### config.mk
export PLATFORM = sky130hd
export DESIGN_NAME = multicycle_mips_control
export DESIGN_NICKNAME = d
export VERILOG_FILES = /design/src/rtl/mips_ctrl_pkg.sv /design/src/rtl/mips_ctrl_outdec.sv /design/src/rtl/multicycle_mips_control.sv
export SDC_FILE = /design/constraint.sdc
export NUM_CORES = 1
export LEC_CHECK = 0
export BUFFER_PORTS_ARGS = -buffer_cell sky130_fd_sc_hd__buf_4
export CORE_MARGIN = 5
export CORE_UTILIZATION = 53
export CTS_CLUSTER_DIAMETER = 100
export CTS_CLUSTER_SIZE = 14
export DETAILED_ROUTE_END_ITERATION = 10
export PLACE_DENSITY = 0.8
export SLEW_MARGIN = 20
export SYNTH_ARGS = -nofsm -noshare
export SYNTH_HDL_FRONTEND = slang
export SYNTH_SLANG_ARGS = --single-unit
### constraint.sdc
create_clock -name clk -period 2.5 [get_ports clk]
set_input_delay 0.125 -clock clk [delete_from_list [all_inputs] [get_ports clk]]
set_output_delay 0.125 -clock clk [all_outputs]
set_load 0.03 [all_outputs]
### src/rtl/mips_ctrl_pkg.sv
// Shared types and encodings for the multi-cycle MIPS control FSM.
package mips_ctrl_pkg;

  typedef enum logic [3:0] {
    FETCH, DECODE, MEMADR, MEMRD, MEMWB, MEMWR, EXEC,
    ALUWB, BRANCH, ADDIEX, ADDIWB, JUMP, TRAP
  } state_t;

  localparam logic [5:0] OP_RTYPE = 6'b000000;
  localparam logic [5:0] OP_LW    = 6'b100011;
  localparam logic [5:0] OP_SW    = 6'b101011;
  localparam logic [5:0] OP_BEQ   = 6'b000100;
  localparam logic [5:0] OP_ADDI  = 6'b001000;
  localparam logic [5:0] OP_J     = 6'b000010;

  localparam logic [1:0] ALU_ADD   = 2'd0;
  localparam logic [1:0] ALU_SUB   = 2'd1;
  localparam logic [1:0] ALU_FUNCT = 2'd2;

  localparam logic [1:0] PC_ALU    = 2'd0;
  localparam logic [1:0] PC_ALUOUT = 2'd1;
  localparam logic [1:0] PC_JUMP   = 2'd2;

  localparam logic [1:0] SRCB_B      = 2'd0;
  localparam logic [1:0] SRCB_FOUR   = 2'd1;
  localparam logic [1:0] SRCB_IMM    = 2'd2;
  localparam logic [1:0] SRCB_IMM_SH = 2'd3;

  localparam logic [1:0] TRAP_NONE    = 2'd0;
  localparam logic [1:0] TRAP_ILLEGAL = 2'd1;
  localparam logic [1:0] TRAP_TIMEOUT = 2'd2;

  // Full set of datapath strobes and selects produced each cycle
  typedef struct packed {
    logic       iord;
    logic       mem_read;
    logic       mem_write;
    logic       ir_write;
    logic       mdr_write;
    logic       pc_write;
    logic       pc_write_cond;
    logic [1:0] pc_src;
    logic       alu_src_a;
    logic [1:0] alu_src_b;
    logic [1:0] alu_op;
    logic       reg_dst;
    logic       mem_to_reg;
    logic       reg_write;
    logic       halted;
  } ctrl_t;

  // States that sit waiting on the memory handshake
  function automatic logic is_mem_wait(state_t s);
    return (s == FETCH) || (s == MEMRD) || (s == MEMWR);
  endfunction

endpackage

### src/rtl/mips_ctrl_outdec.sv
// Moore output decode; only the load enables that capture memory data
// look at mem_ready so nothing is latched before the access completes.
module mips_ctrl_outdec
  import mips_ctrl_pkg::*;
(
  input  state_t state,
  input  logic   mem_ready,
  output ctrl_t  ctrl
);

  // Per-state strobe and select decode, everything else defaults to 0
  always_comb begin
    ctrl = '0;
    unique case (state)
      FETCH: begin
        ctrl.mem_read  = 1'b1;
        ctrl.alu_src_b = SRCB_FOUR;
        ctrl.alu_op    = ALU_ADD;
        ctrl.pc_src    = PC_ALU;
        ctrl.ir_write  = mem_ready;
        ctrl.pc_write  = mem_ready;
      end
      DECODE: begin
        // Precompute branch target into ALUOut
        ctrl.alu_src_b = SRCB_IMM_SH;
        ctrl.alu_op    = ALU_ADD;
      end
      MEMADR: begin
        ctrl.alu_src_a = 1'b1;
        ctrl.alu_src_b = SRCB_IMM;
        ctrl.alu_op    = ALU_ADD;
      end
      MEMRD: begin
        ctrl.iord      = 1'b1;
        ctrl.mem_read  = 1'b1;
        ctrl.mdr_write = mem_ready;
      end
      MEMWB: begin
        ctrl.mem_to_reg = 1'b1;
        ctrl.reg_write  = 1'b1;
      end
      MEMWR: begin
        ctrl.iord      = 1'b1;
        ctrl.mem_write = 1'b1;
      end
      EXEC: begin
        ctrl.alu_src_a = 1'b1;
        ctrl.alu_src_b = SRCB_B;
        ctrl.alu_op    = ALU_FUNCT;
      end
      ALUWB: begin
        ctrl.reg_dst   = 1'b1;
        ctrl.reg_write = 1'b1;
      end
      BRANCH: begin
        ctrl.alu_src_a     = 1'b1;
        ctrl.alu_src_b     = SRCB_B;
        ctrl.alu_op        = ALU_SUB;
        ctrl.pc_src        = PC_ALUOUT;
        ctrl.pc_write_cond = 1'b1;
      end
      ADDIEX: begin
        ctrl.alu_src_a = 1'b1;
        ctrl.alu_src_b = SRCB_IMM;
        ctrl.alu_op    = ALU_ADD;
      end
      ADDIWB: begin
        ctrl.reg_write = 1'b1;
      end
      JUMP: begin
        ctrl.pc_src   = PC_JUMP;
        ctrl.pc_write = 1'b1;
      end
      TRAP: begin
        ctrl.halted = 1'b1;
      end
      default: ctrl = '0;
    endcase
  end

endmodule

### src/rtl/multicycle_mips_control.sv
// Main control FSM for the multi-cycle MIPS datapath: sequencing,
// memory-wait timeout, trap capture and retired-instruction count.
module multicycle_mips_control
  import mips_ctrl_pkg::*;
#(
  parameter int CNT_W   = 32,
  parameter int TIMEOUT = 16
) (
  input  logic             clk,
  input  logic             reset,
  input  logic [5:0]       opcode,
  input  logic             zero,
  input  logic             mem_ready,
  output logic             iord,
  output logic             mem_read,
  output logic             mem_write,
  output logic             ir_write,
  output logic             mdr_write,
  output logic             pc_write,
  output logic             pc_write_cond,
  output logic [1:0]       pc_src,
  output logic             alu_src_a,
  output logic [1:0]       alu_src_b,
  output logic [1:0]       alu_op,
  output logic             reg_dst,
  output logic             mem_to_reg,
  output logic             reg_write,
  output logic             halted,
  output logic [1:0]       trap_cause,
  output logic [CNT_W-1:0] retired
);

  localparam int WAIT_W = (TIMEOUT > 1) ? $clog2(TIMEOUT) : 1;

  state_t            state, state_nxt;
  logic [1:0]        cause_q, cause_nxt;
  logic [WAIT_W-1:0] wait_cnt;
  logic [CNT_W-1:0]  retired_q;
  logic              timeout_hit;
  logic              retire;
  ctrl_t             ctrl;

  // The branch decision is made in the datapath (pc_write_cond & zero)
  logic unused_zero;
  assign unused_zero = zero;

  // A completing access on the final wait cycle beats the timeout
  assign timeout_hit = (TIMEOUT != 0) && !mem_ready && is_mem_wait(state) &&
                       (wait_cnt == WAIT_W'(TIMEOUT - 1));

  assign retire = (state_nxt == FETCH) &&
                  ((state == MEMWB)  || (state == MEMWR)  || (state == ALUWB) ||
                   (state == BRANCH) || (state == ADDIWB) || (state == JUMP));

  // State, trap cause and retired counter; reset overrides any transition
  always_ff @(posedge clk) begin
    if (reset) begin
      state     <= FETCH;
      cause_q   <= TRAP_NONE;
      retired_q <= '0;
    end else begin
      state   <= state_nxt;
      cause_q <= cause_nxt;
      if (retire) retired_q <= retired_q + CNT_W'(1);
    end
  end

  // Memory wait counter: counts stalled cycles, clears on ready or state change
  always_ff @(posedge clk) begin
    if (reset)                   wait_cnt <= '0;
    else if (state_nxt != state) wait_cnt <= '0;
    else if (mem_ready)          wait_cnt <= '0;
    else if (is_mem_wait(state)) wait_cnt <= wait_cnt + WAIT_W'(1);
    else                         wait_cnt <= '0;
  end

  // Next-state and trap-cause selection
  always_comb begin
    state_nxt = state;
    cause_nxt = cause_q;
    if (timeout_hit) begin
      state_nxt = TRAP;
      cause_nxt = TRAP_TIMEOUT;
    end else begin
      unique case (state)
        FETCH:  if (mem_ready) state_nxt = DECODE;
        DECODE: begin
          unique case (opcode)
            OP_LW, OP_SW: state_nxt = MEMADR;
            OP_RTYPE:     state_nxt = EXEC;
            OP_BEQ:       state_nxt = BRANCH;
            OP_ADDI:      state_nxt = ADDIEX;
            OP_J:         state_nxt = JUMP;
            default: begin
              state_nxt = TRAP;
              cause_nxt = TRAP_ILLEGAL;
            end
          endcase
        end
        MEMADR: state_nxt = (opcode == OP_SW) ? MEMWR : MEMRD;
        MEMRD:  if (mem_ready) state_nxt = MEMWB;
        MEMWB:  state_nxt = FETCH;
        MEMWR:  if (mem_ready) state_nxt = FETCH;
        EXEC:   state_nxt = ALUWB;
        ALUWB:  state_nxt = FETCH;
        BRANCH: state_nxt = FETCH;
        ADDIEX: state_nxt = ADDIWB;
        ADDIWB: state_nxt = FETCH;
        JUMP:   state_nxt = FETCH;
        TRAP:   state_nxt = TRAP;
        default: state_nxt = FETCH;
      endcase
    end
  end

  mips_ctrl_outdec u_outdec (
    .state     (state),
    .mem_ready (mem_ready),
    .ctrl      (ctrl)
  );

  // Strobes are suppressed while reset is high so an abandoned access never writes
  always_comb begin
    iord          = ctrl.iord;
    mem_read      = ctrl.mem_read      & ~reset;
    mem_write     = ctrl.mem_write     & ~reset;
    ir_write      = ctrl.ir_write      & ~reset;
    mdr_write     = ctrl.mdr_write     & ~reset;
    pc_write      = ctrl.pc_write      & ~reset;
    pc_write_cond = ctrl.pc_write_cond & ~reset;
    reg_write     = ctrl.reg_write     & ~reset;
    pc_src        = ctrl.pc_src;
    alu_src_a     = ctrl.alu_src_a;
    alu_src_b     = ctrl.alu_src_b;
    alu_op        = ctrl.alu_op;
    reg_dst       = ctrl.reg_dst;
    mem_to_reg    = ctrl.mem_to_reg;
    halted        = ctrl.halted;
  end

  assign trap_cause = cause_q;
  assign retired    = retired_q;

endmodule

# Word-level counts from Yosys, hierarchy flattened
# Index checks and enable logic that the tools add are counted.
# Widths: inputs -> output; s select.
[totals] output_inout_bits=52 regBits=42 in_bits=10 elab_cells=87
[classes] eq_ne=20 n_reduce_logical=26 mux=24 n_bitwise=10 n_addsub=2
[op_table] op="$pmux 4 s5" count=2
[op_table] op="$add 32x1->32 const B" count=1
[op_table] op="$pmux 4 s8" count=1
[op_table] op="$eq 4x4->1 const B" count=6
[op_table] op="$eq 4x3->1 const B" count=4
[op_table] op="$mux 4" count=4
[op_table] op="$eq 6x6->1 const B" count=2
[op_table] op="$mux 1" count=11
[op_table] op="$reduce_or 2->1" count=5
[op_table] op="$eq 4x2->1 const B" count=2
[op_table] op="$logic_not 4->1" count=2
[op_table] op="$reduce_or 4->1" count=2
[op_table] op="$and 1x1->1" count=7
[op_table] op="$logic_or 1x1->1" count=7
[op_table] op="$eq 6x2->1 const B" count=1
[op_table] op="$eq 6x3->1 const B" count=1
[op_table] op="$eq 6x4->1 const B" count=1
[op_table] op="$logic_not 6->1" count=1
[op_table] op="$mux 2" count=3
[op_table] op="$reduce_or 6->1" count=1
[op_table] op="$add 4x1->4 const B" count=1
[op_table] op="$eq 4x1->1 const B" count=1
[op_table] op="$ne 4x4->1" count=1
[op_table] op="$pmux 2 s2" count=1
[op_table] op="9 further kinds" count=14

# Longest topological paths before layout
# Gate-level depths: netlist of run 1.
[depth] word_depth=8 mapped_depth=11 depth_no_buf=8

# Hierarchy
# A second synthesis of run 1 with hierarchy kept.
[hier_totals] hier_cells=328 hier_area_um2=2680.1
[by_module_without_submodules] module="multicycle_mips_control" cells_each=294 instances=1 area_each_um2=2472.4 seq_area_each_um2=840.8
[by_module_without_submodules] module="mips_ctrl_outdec" cells_each=34 instances=1 area_each_um2=207.7 seq_area_each_um2=0.0

# Worst setup path before layout of run 1
# OpenSTA, ideal clock, no wires.
[synth_path] path_kind="reg2reg" start="register state[2]" end="register retired_q[1], in the netlist retired[1]" arrival_time_ps=2318 path_slack_ps=54 setup_ps=128 stages_incl_launch_ff=11 t_required_ps=2372 n_path_buf=3 period_less_slack_ps=2446 path_cell_list="dfxtp_1 buf_2 nand2_1 nor3_1 or4_4 nor2_8 o21ai_2 buf_6 buf_6 mux2i_1 nor2_1"
[synth_between] elab_chain_cells=8 elab_cells_between_ends=29 classes_between="12 x eq/ne; 5 x mux; 12 x reduce/logical"
[synth_rtl] item="from (decl)" line="multicycle_mips_control.sv:35" text="state_t state, state_nxt;"
[synth_rtl] item="from (signal assigned)" line="multicycle_mips_control.sv:62" text="state <= state_nxt;"
[synth_rtl] item="branches (longest 7 deep; another with $pmux 4 s8)"
[synth_rtl] item="$logic_and 1x1->1 (*)" line="multicycle_mips_control.sv:51" text="assign retire = (state_nxt == FETCH) &&"
[synth_rtl] item="to (signal assigned)" line="multicycle_mips_control.sv:64" text="if (retire) retired_q <= retired_q + CNT_W'(1);"
[synth_rtl] item="to (decl)" line="multicycle_mips_control.sv:38" text="logic [CNT_W-1:0] retired_q;"
# Mark *: on every way between the ends.
# A chain may end at the register's enable or synchronous reset.

# Final worst setup path of run 1
[layout_path] start="register state[1]" end="register retired_q[10], in the netlist retired[10]"
# The elaborated chain is that of the path after synthesis.

==> results.md, run 1 <==
* Final nets at 384
* Die area at 6160 µm²
* Largest cells by area after synthesis: dfxtp_1 34%, nor2_1 5.4%, a21oi_1 5.0%, xor2_1 3.5%, or3_1 3.0%
* Top cell type by total area after synthesis: dfxtp_1
* Tot GR Track Use at 18.8%
* CTS clk-pin slew, worst paths at roughly 0.08 ns
* Die height at 78.5 µm
* LEAKAGE at 1.24 nW
* Max Cap Violations at 0
* Antenna viol nets, final at 0
* Register area share after synthesis at 33.8%
* Post-CTS Setup Repair Bufs at 0
* Iteration-0 DRC Markers at 95
* Total power draw at about 0.0021 W
* Share of power burned in the clock network at approximately a quarter
* Setup Viol. Count Final at 0
* Critical path class: flop to flop
* Drt drc at 0
* Count leader, synth: dfxtp_1
* Cts bufs inserted at 5
* Clock tree buffer depth at 2
* Vias/cell at between 5 and 6
* Design area at about 3200 µm²
* Post-route minimum period at between 2 and 2.5 ns
* Multi-input gate area at 1510 µm²
* Initial Util at 53.7%
* Worst setup EP type: flop
* Core Region at 4630 µm²
* Synthesized area at 2490 µm²
* Drt pass-1 iters at 4
* Post-synth top cells: 42 x dfxtp_1, 36 x nor2_1, 25 x a21oi_1
* CP startpoint kind: flop
* Fmax achieved at 0.414 GHz
* Area after DPL at between 3000 and 4000 µm²
* Crit Path Max Fanout at 32
* Final hold vios at 0
* Vias in the first global route at 2222
* Register area at 843 µm²
* Arr. time, crit path at 2.64 ns
* Clock Sinks at 42
* Largest net degree at the start of global routing at 37
* EDFF count, synth at 0
* Initial antenna violation count at 0
* Cell count after synthesis at between 300 and 400
* Yosys reg bits at 42
* Wire length per cell at 13.9 µm
* Skew final at 0.00680 ns
* Final worst path period share at 96.6%
* GRT overflow at 0
* Max-slew violations at 0
* Via Count at 2484
* Fillcell total at 396
* CTS tree: done
* Required @ worst endpoint at 2.73 ns
* Ys async rst share at 0%
* Ys Warns at 0
* Switching fraction of total power at 36.4%
* Sequential fraction of design power at 35.4%
* Max VDD drop at 0.427 mV
* RePlAce Congestion at 0.897
* I/O Pins at 62
* Drt total wl at 5950 µm
* Top-area cell type share of the netlist area at 33.8%
* Area grow syn2layout at 28.2%
* Global-route wire length before repair at 9580 µm
* Port bufs at 60
* Skew-Pair Late Insertion Delay at 0.29 ns
* Min-delay worst type: input pin to flop
* Syn Nets at 317
* Utilization after layout at 68.9%
* Synthesized area per cell at 8.15 µm²
* Power per Cell Area at 648 nW/µm²
* Non-Filler Instances at 427
* Detailed Place HPWL at 4360 µm
* Worst-Margin Slew at 0.543 ns
* Main synth FF type: dfxtp_1
* Outcome: complete, no violations
* Placed cells at between 400 and 500
* RSZ-0062 raised after global routing: no
* TNS Setup at 0 ns
* Rel. slew slack at 63.7%
* CTS root buffer: clkbuf_8
* Synth unique cells at 55
* H-tree levels at 2
* Inserted Diodes at 0
* Layout cells sized above 1 at 28.2%
* Die width at 78.5 µm
* Row count at 25
* Psw at 0.000752 W
* Combinational Power Share at 39.4%
* Internal Pwr Total at 0.00131 W
per-layer routing:
layer  share of wire [%]  track usage [%]
met1                  44             21.1
met4                0.66             5.07
met2                  50             35.5
met3                 4.7             3.90
met5                   0                0
logic make-up (layout without fill, tap and decap cells):
| group | count (synthesis) | after routing | share of synthesized area (%) |
|---|---|---|---|
| mux | 1 | 1 | 0.403 |
| buf+inv | 30 | 98 | 6.09 |
| simple gates | 138 | 138 | 31.3 |
| xor+xnor | 16 | 16 | 5.94 |
| compound gates | 75 | 75 | 21.1 |
| fa+ha+maj | 3 | 3 | 1.41 |
| flops | 42 | 42 | 33.8 |
worst max-delay path, cell delays in order (launching register included):
cell and delay, ns:
dfxtp_2 0.36, xnor2_2 0.27, a2111oi_4 0.12, or4_4 0.58, nor2_8 0.15, o21ai_2 0.09
buf_12 0.17, or4_1 0.46, a21oi_1 0.14
layout by cell type, fill, tap and decap left out, types with 3 or more instances in the layout:
cell type | netlist | routed
and3_1 | 6 | 6
nor3b_1 | 3 | 3
o21ai_1 | 10 | 10
nor2b_1 | 5 | 5
buf_4 | 0 | 78
nand2b_1 | 6 | 5
nand3_1 | 7 | 7
or2_2 | 4 | 4
nor4_1 | 10 | 10
inv_1 | 9 | 9
o2111ai_1 | 7 | 7
a21oi_1 | 25 | 25
clkbuf_8 | 0 | 5
xor2_1 | 10 | 10
or4_1 | 7 | 7
dfxtp_1 | 42 | 40
nor2_1 | 36 | 36
nand4_1 | 4 | 4
nor3_1 | 12 | 11
and4_1 | 3 | 3
o31a_1 | 4 | 4
o31ai_1 | 7 | 7
or3_1 | 12 | 12
xnor2_1 | 5 | 5
nand2_1 | 14 | 14
o21a_1 | 5 | 5
stage by stage:
stage | hold WS (ns) | worst slack (ns)
floorplan | 0.412 | 0.0541
global placement | 0.431 | 0.0593
detailed placement | 0.446 | 0.00719
CTS | 0.236 | 0.0456
global route | 0.251 | 0.0106
finish | 0.234 | 0.0859
power by group through the flow:
| stage | clock [W] | combinational (W) | sequential [W] |
|---|---|---|---|
| floorplan | 0 | 0.000566 | 0.000753 |
| global placement | 0 | 0.000788 | 0.000743 |
| detailed placement | 0 | 0.000796 | 0.000745 |
| CTS | 0.000526 | 0.000809 | 0.000730 |
| global route | 0.000553 | 0.000876 | 0.000737 |
| finish | 0.000521 | 0.000814 | 0.000732 |
final timing paths:
kind / from / endpoint / slack [ns] / depth (start not counted)
worst max-delay path: state[1] / retired[10] / 0.09 / 8
worst min-delay path: reset / retired[1] / 0.23 / 2
worst max register to register: state[1] / retired[10] / 0.09 / 8
worst min register to register: wait_cnt[0] / wait_cnt[0] / 0.45 / 1
final cells by class:
class	instances	area share, %
Tap cell	54	2.12
Timing Repair Buffer	80	19.6
Multi-Input combinational cell	233	47.3
Clock buffer	7	2.39
Sequential cell	42	26.5
Inverter	10	1.18
Clock inverter	1	0.942
what timing repair did:
action                     in CTS  in global routing
pin swaps                       0                  0
hold buffers                    0                  0
cloned                          0                  0
setup endpoints to repair       2                  5
resized for setup               2                  3
sequential cells by signal, summed over array words and instances, names as in the netlist:
signal      flops
retired        32
wait_cnt        4
state           4
trap_cause      2
(Power assumes the default switching activity.)
==> inputs of run 2 (changes only) <==
- BUFFER_PORTS_ARGS: -buffer_cell sky130_fd_sc_hd__buf_4 -> -buffer_cell sky130_fd_sc_hd__buf_2
==> results.md, run 2 (synthesis gave the netlist of run 1 again) <==
* Antenna viol nets, final at 0 (unchanged)
* Setup WS pre-CTS at 0.0438 ns (+0.0367 ns)
* H-tree levels at 2 (unchanged)
* Required @ worst endpoint at 2.73 ns (about the same)
* Combinational Power Share at 41.1% (+1.7 points)
* Detailed Place HPWL at 4410 µm (+1.2%)
* Reg2reg setup slack at 0.07 ns (-0.02 ns)
* Die area at 6160 µm² (unchanged)
* Critical path, cell by cell: buf_4 > nor3_2 > nor3_1 > or4_4 > nor2_8 > o21ai_4 > buf_12 > or4_1 > a21oi_1
* Total power draw at 0.00214 W (+3.5%)
* Crit-path max cell delay at 0.57 ns (about the same)
* GRT overflow at 0 (unchanged)
* Row count at 25 (unchanged)
* Critical path's slowest cell: or4_4
* Vias/cell at 5.93 (+1.9%)
* Worst reg2reg startpoint: state[3]
* Cts bufs inserted at 5 (unchanged)
* Most frequent cells in the layout: 60 x buf_2, 40 x dfxtp_1, 36 x nor2_1
* FF-to-FF End: retired[10]
* CTS clk-pin slew, worst paths at 0.08 ns (about the same)
* Max-slew violations at 0 (unchanged)
* Arr. time, crit path at 2.66 ns (+0.02 ns)
* Port bufs at 60 (unchanged)
* Switching fraction of total power at 37.5% (+1.1 points)
* Final nets at 389 (+1.3%)
* Max VDD drop at 0.392 mV (-8.3%)
* Clock Sinks at 42 (unchanged)
* Crit. path cell count at 9 (+1)
* Area grow syn2layout at 25.3%
* Sequential fraction of design power at 34.1% (-1.3 points)
* Die height at 78.5 µm (unchanged)
* RePlAce Congestion at 0.871 (-2.9%)
* Vias in the first global route at 2292 (+3.2%)
* Skew final at 0.00890 ns (+0.00211 ns)
* CP startpoint kind: flop
* Die width at 78.5 µm (unchanged)
* Outcome: complete, no violations
* Drt pass-1 iters at 4 (unchanged)
* Critical path origin: state[3]
* Max reg flops at 32 (unchanged)
* Global-route wire length before repair at 10300 µm (+7.3%)
* Fmax achieved at 0.411 GHz (-0.67%)
* Design area at 3120 µm² (-2.3%)
* Initial antenna violation count at 0 (unchanged)
* Min-delay worst type: input pin to flop
* Core Region at 4630 µm² (unchanged)
* Internal Pwr Total at 0.00134 W (+1.7%)
* Share of power burned in the clock network at 24.8% (-0.4 points)
* Setup Viol. Count Final at 0 (unchanged)
* Crit Path Max Fanout at 16 (-50%)
* Initial Util at 53.7% (unchanged)
* Critical path class: flop to flop
* TNS Setup at 0 ns (unchanged)
* Layout cells sized above 1 at 29.4% (+1.2 points)
* Power per Cell Area at 686 nW/µm² (+5.9%)
* Utilization after layout at 67.3% (-1.6 points)
* Most common cell after layout, fill and taps aside: buf_2
* Max Cap Violations at 0 (unchanged)
* Inserted Diodes at 0 (unchanged)
* Worst setup path endpoint: retired[10]
* Post-route minimum period at 2.43 ns (+0.0163 ns)
* CTS root buffer: clkbuf_8
* Clock tree buffer depth at 2 (unchanged)
* Drt total wl at 6260 µm (+5.1%)
* Drt drc at 0 (unchanged)
* Final setup margin at 0.0696 ns (-0.0163 ns)
* Via Count at 2562 (+3.1%)
* Final hold vios at 0 (unchanged)
* CP top delay family: simple AND/OR/NAND/NOR gates
* FF-to-FF path depth at 9 (+1)
* Final worst path period share at 97.2% (+0.65 points)
* LEAKAGE at 1.27 nW (+2.3%)
* Worst Path Buf+Inv at 2 (+1)
* Worst-Margin Slew at 0.625 ns (+0.0819 ns)
* RSZ-0062 raised after global routing: yes
* Tot GR Track Use at 20.2% (+1.5 points)
* Skew-Pair Late Insertion Delay at 0.29 ns (about the same)
* Area after DPL at 2920 µm² (-4.8%)
* Psw at 0.000802 W (+6.6%)
* Wire length per cell at 14.5 µm (+3.9%)
* Worst setup EP type: flop
* Largest net degree at the start of global routing at 33 (-11%)
* CTS tree: done
* Rel. slew slack at 58.3% (-5.4 points)
* I/O Pins at 62 (unchanged)
* Iteration-0 DRC Markers at 164 (+73%)
==> run 2: worst min-delay path by stage <==
stage	startpoint	endpoint	depth (start not counted)
after floorplan	mem_ready	state[0]	3
after global routing	reset	state[3]	2
after global placement	reset	trap_cause[1]	2
final	reset	trap_cause[1]	2
after CTS	reset	trap_cause[1]	2
after detailed placement	reset	trap_cause[1]	2
==> run 2: timing repair <==
item	4_1_cts	5_1_grt
setup endpoints to repair	0	15
buffers inserted	0	2
resized for setup	0	11
hold buffers	0	0
==> run 2: stage by stage <==
stage          std cells  hold WS [ns]
6_report             432         0.103
3_5_place_dp         421         0.404
2_1_floorplan        305         0.412
5_1_grt              432        0.0955
4_1_cts              429        0.0947
3_3_place_gp         421         0.399
==> run 2: layout make-up <==
cell class	instances	area, µm²
clock inverters	1	30.0
fillers	390	1510
repair buffers	85	522
inverters	10	37.5
clock buffers	7	76.3
multi-input cells	233	1540
well taps	54	67.6
flip-flops and latches	42	843
==> run 2: metal layers <==
layer  vias to the layer above  track usage [%]  part of all wire (%)
met4                         0             5.94                   1.3
met2                        74             36.4                    51
met1                      1208             23.8                    43
met3                        10             4.59                   5.3
li1                       1270                -                     -
met5                         -                0                     0
==> run 2: power groups by stage <==
stage          Clock, W  Sequential, W  Combinational [W]
4_1_cts        0.000536       0.000728           0.000792
3_5_place_dp          0       0.000744           0.000789
5_1_grt        0.000572       0.000734           0.000942
3_3_place_gp          0       0.000743           0.000773
6_report       0.000530       0.000730           0.000878
2_1_floorplan         0       0.000753           0.000566
==> inputs of run 3 (changes only) <==
- CORE_UTILIZATION: 53 -> 54
- CTS_CLUSTER_DIAMETER: 100 -> not set
- SYNTH_HIERARCHICAL: not set -> 1
==> results.md, run 3 <==
* Post-CTS Setup Repair Bufs at 0 (unchanged)
* Worst-Margin Slew at 0.690 ns (+0.0647 ns)
* Max Cap Violations at 0 (unchanged)
* Number of hold buffers added after CTS at 0 (unchanged)
* Yosys reg bits at 42 (unchanged)
* FF-to-FF path depth at 6 (-3)
* Hold EP: state[2]
* Min-delay src: opcode[3]
* CTS clk-pin slew, worst paths at 0.07 ns (about the same)
* Initial antenna violation count at 0 (unchanged)
* Max VDD drop at 0.349 mV (-11%)
* Final hold slack at 0.274 ns (+0.171 ns)
* Die width at 80.5 µm (+2.5%)
* Utilization after layout at 64.6% (-2.7 points)
* Critical path, cell by cell: nand2b_1 > a32oi_4 > o21ai_2 > buf_12 > or4b_1 > a21oi_1
* Reg2reg setup slack at 0.28 ns (+0.21 ns)
* Drt drc at 0 (unchanged)
* Top-area cell type share of the netlist area at 31.4% (-2.4 points)
* H-tree levels at 2 (unchanged)
* Area grow syn2layout at 15.3%
* Max reg flops at 32 (unchanged)
* Final worst path period share at 88.9% (-8.3 points)
* Max-slew violations at 0 (unchanged)
* Top cell type by total area after synthesis: dfxtp_1
* Wire length per cell at 14.3 µm (-1.2%)
* Syn Nets at 340 (+7.3%)
* Register area share after synthesis at 31.4% (-2.4 points)
* Met3 Usage GRT at 4.48% (-0.10 points)
* # resized after CTS at 0 (unchanged)
* Global-route wire length before repair at 10500 µm (+2.5%)
* Min-delay worst type: input pin to flop
* Post-route minimum period at 2.22 ns (-0.207 ns)
* Antenna viol nets, final at 0 (unchanged)
* Count leader, synth: dfxtp_1
* Crit-path max cell delay at 0.50 ns (-0.07 ns)
* CTS root buffer: clkbuf_8
* Register area at 841 µm² (-0.30%)
* Clock Sinks at 42 (unchanged)
* Cts bufs inserted at 5 (unchanged)
* Synthesized area at 2680 µm² (+7.8%)
* GRT overflow at 0 (unchanged)
* Worst hold stages at 3 (+1)
* Port bufs at 60 (unchanged)
* Fillcell total at 436 (+12%)
* CP startpoint kind: flop
* Detailed Place HPWL at 4590 µm (+3.9%)
* Critical path class: flop to flop
* Clock tree buffer depth at 2 (unchanged)
* Critical path's slowest cell: or4b_1
* Final hold vios at 0 (unchanged)
* Fmax achieved at 0.450 GHz (+9.3%)
* Die height at 80.5 µm (+2.5%)
* Worst reg2reg startpoint: state[1]
* FF-to-FF End: retired[14]
* Rel. slew slack at 54.0% (-4.3 points)
* CTS tree: done
* Required @ worst endpoint at 2.73 ns (about the same)
* Cell count after synthesis at 328 (+7.5%)
* Met2 Track Usage GR at 32.7% (-3.7 points)
* Drt pass-1 iters at 4 (unchanged)
* Largest net degree at the start of global routing at 33 (unchanged)
* Drt total wl at 6440 µm (+2.9%)
* Post-synth top cells: 42 x dfxtp_1, 36 x a21oi_1, 27 x nor2_1
* Ys Warns at 6 (+6)
* Core Region at 4790 µm² (+3.4%)
* Ys async rst share at 0% (unchanged)
* Initial Util at 56.0% (+2.3 points)
* M1 GR Usage at 26.4% (+2.6 points)
* Most common cell after layout, fill and taps aside: buf_2
* RSZ-0062 raised after global routing: no
* Inserted Diodes at 0 (unchanged)
* Via Count at 2700 (+5.4%)
* Power per Cell Area at 447 nW/µm² (-35%)
* TNS Setup at 0 ns (unchanged)
* Arr. time, crit path at 2.45 ns (-0.21 ns)
* Multi-input gate area at 1650 µm² (+7.2%)
* Area after DPL at 3010 µm² (+3.1%)
* Skew-Pair Late Insertion Delay at 0.30 ns (about the same)
* RePlAce Congestion at 0.818 (-6.1%)
* LEAKAGE at 1.18 nW (-7.3%)
* Design area at 3090 µm² (-0.80%)
* I/O Pins at 62 (unchanged)
* Skew final at 0.00300 ns (-0.00591 ns)
* Worst setup EP type: flop
* Row count at 25 (unchanged)
* Synthesized area per cell at 8.17 µm² (+0.24%)
* Iteration-0 DRC Markers at 263 (+60%)
* Largest cells by area after synthesis: dfxtp_1 31%, a21oi_1 6.7%, nor2_1 3.8%, o31ai_1 3.6%, or4_1 3.6%
* EDFF count, synth at 0 (unchanged)
* Tot GR Track Use at 20.3% (+0.069 points)
* Layout cells sized above 1 at 24.3% (-5.1 points)
* Most frequent cells in the layout: 60 x buf_2, 42 x dfxtp_1, 36 x a21oi_1
* Setup Viol. Count Final at 0 (unchanged)
* Vias/cell at 6.00 (+1.2%)
* Final nets at 396 (+1.8%)
* Vias in the first global route at 2324 (+1.4%)
* Synth unique cells at 67 (+22%)
* Outcome: complete, no violations
* Main synth FF type: dfxtp_1
* Die area at 6470 µm² (+5.1%)
* GRT Max-Usage Layer: met2
* Crit Path Max Fanout at 17 (+1)
-- run 3: kinds of logic (layout without fill, tap and decap cells) --
family / count (synthesis) / count (layout) / synth area share [%]
simple gates: 152 / 152 / 35.2
compound gates: 89 / 89 / 21.9
flops: 42 / 42 / 31.4
buf+inv: 33 / 88 / 7.05
xor+xnor: 6 / 6 / 1.96
mux: 4 / 4 / 1.59
fa+ha+maj: 2 / 2 / 0.934
-- run 3: how the worst max path moves through the flow --
| stage | slack, ns | startpoint | to | cells after the start |
|---|---|---|---|---|
| 2_1_floorplan | 0.24 | state[2] | pc_write_cond | 5 |
| 3_3_place_gp | 0.36 | retired[10] | retired[25] | 5 |
| 3_5_place_dp | 0.31 | state[1] | retired[14] | 6 |
| 4_1_cts | 0.29 | state[1] | retired[14] | 6 |
| 5_1_grt | 0.14 | state[1] | retired[26] | 6 |
| 6_report | 0.28 | state[1] | retired[14] | 6 |
-- run 3: layer usage --
metal | vias to the layer above | part of all wire (%)
li1 | 1351 | -
met1 | 1263 | 46
met2 | 78 | 46
met3 | 8 | 6.9
met4 | 0 | 1.2
met5 | - | 0
-- run 3: cell type report --
cell class / count / area share [%]
Clock buffer: 6 / 2.67
Multi-Input combinational cell: 253 / 53.4
Sequential cell: 42 / 27.2
Timing Repair Buffer: 70 / 12.6
Tap cell: 67 / 2.71
Inverter: 12 / 1.46
-- run 3: report_power, final --
group / total (W) / switching [W] / internal (W)
Clock: 0.000436 / 0.000223 / 0.000213
Combinational: 0.000253 / 0.000163 / 0.0000901
Sequential: 0.000693 / 0.0000130 / 0.000680
Total: 0.00138 / 0.000399 / 0.000983
-- run 3: metrics by stage --
stage / worst slack, ns / std cells / total power [W]
2_1_floorplan: 0.238 / 328 / 0.000903
3_3_place_gp: 0.364 / 444 / 0.000952
3_5_place_dp: 0.308 / 444 / 0.000960
4_1_cts: 0.287 / 450 / 0.00139
5_1_grt: 0.141 / 450 / 0.00144
6_report: 0.277 / 450 / 0.00138
-- run 3: worst max-delay path, delay by kind of cell, from the launching register on --
family	cells	cell delay [ns]
AND/OR/NAND/NOR	2	0.80
flip-flops	1	0.40
buffers and inverters	1	0.23
AO/OA/AOI/OAI	3	0.73
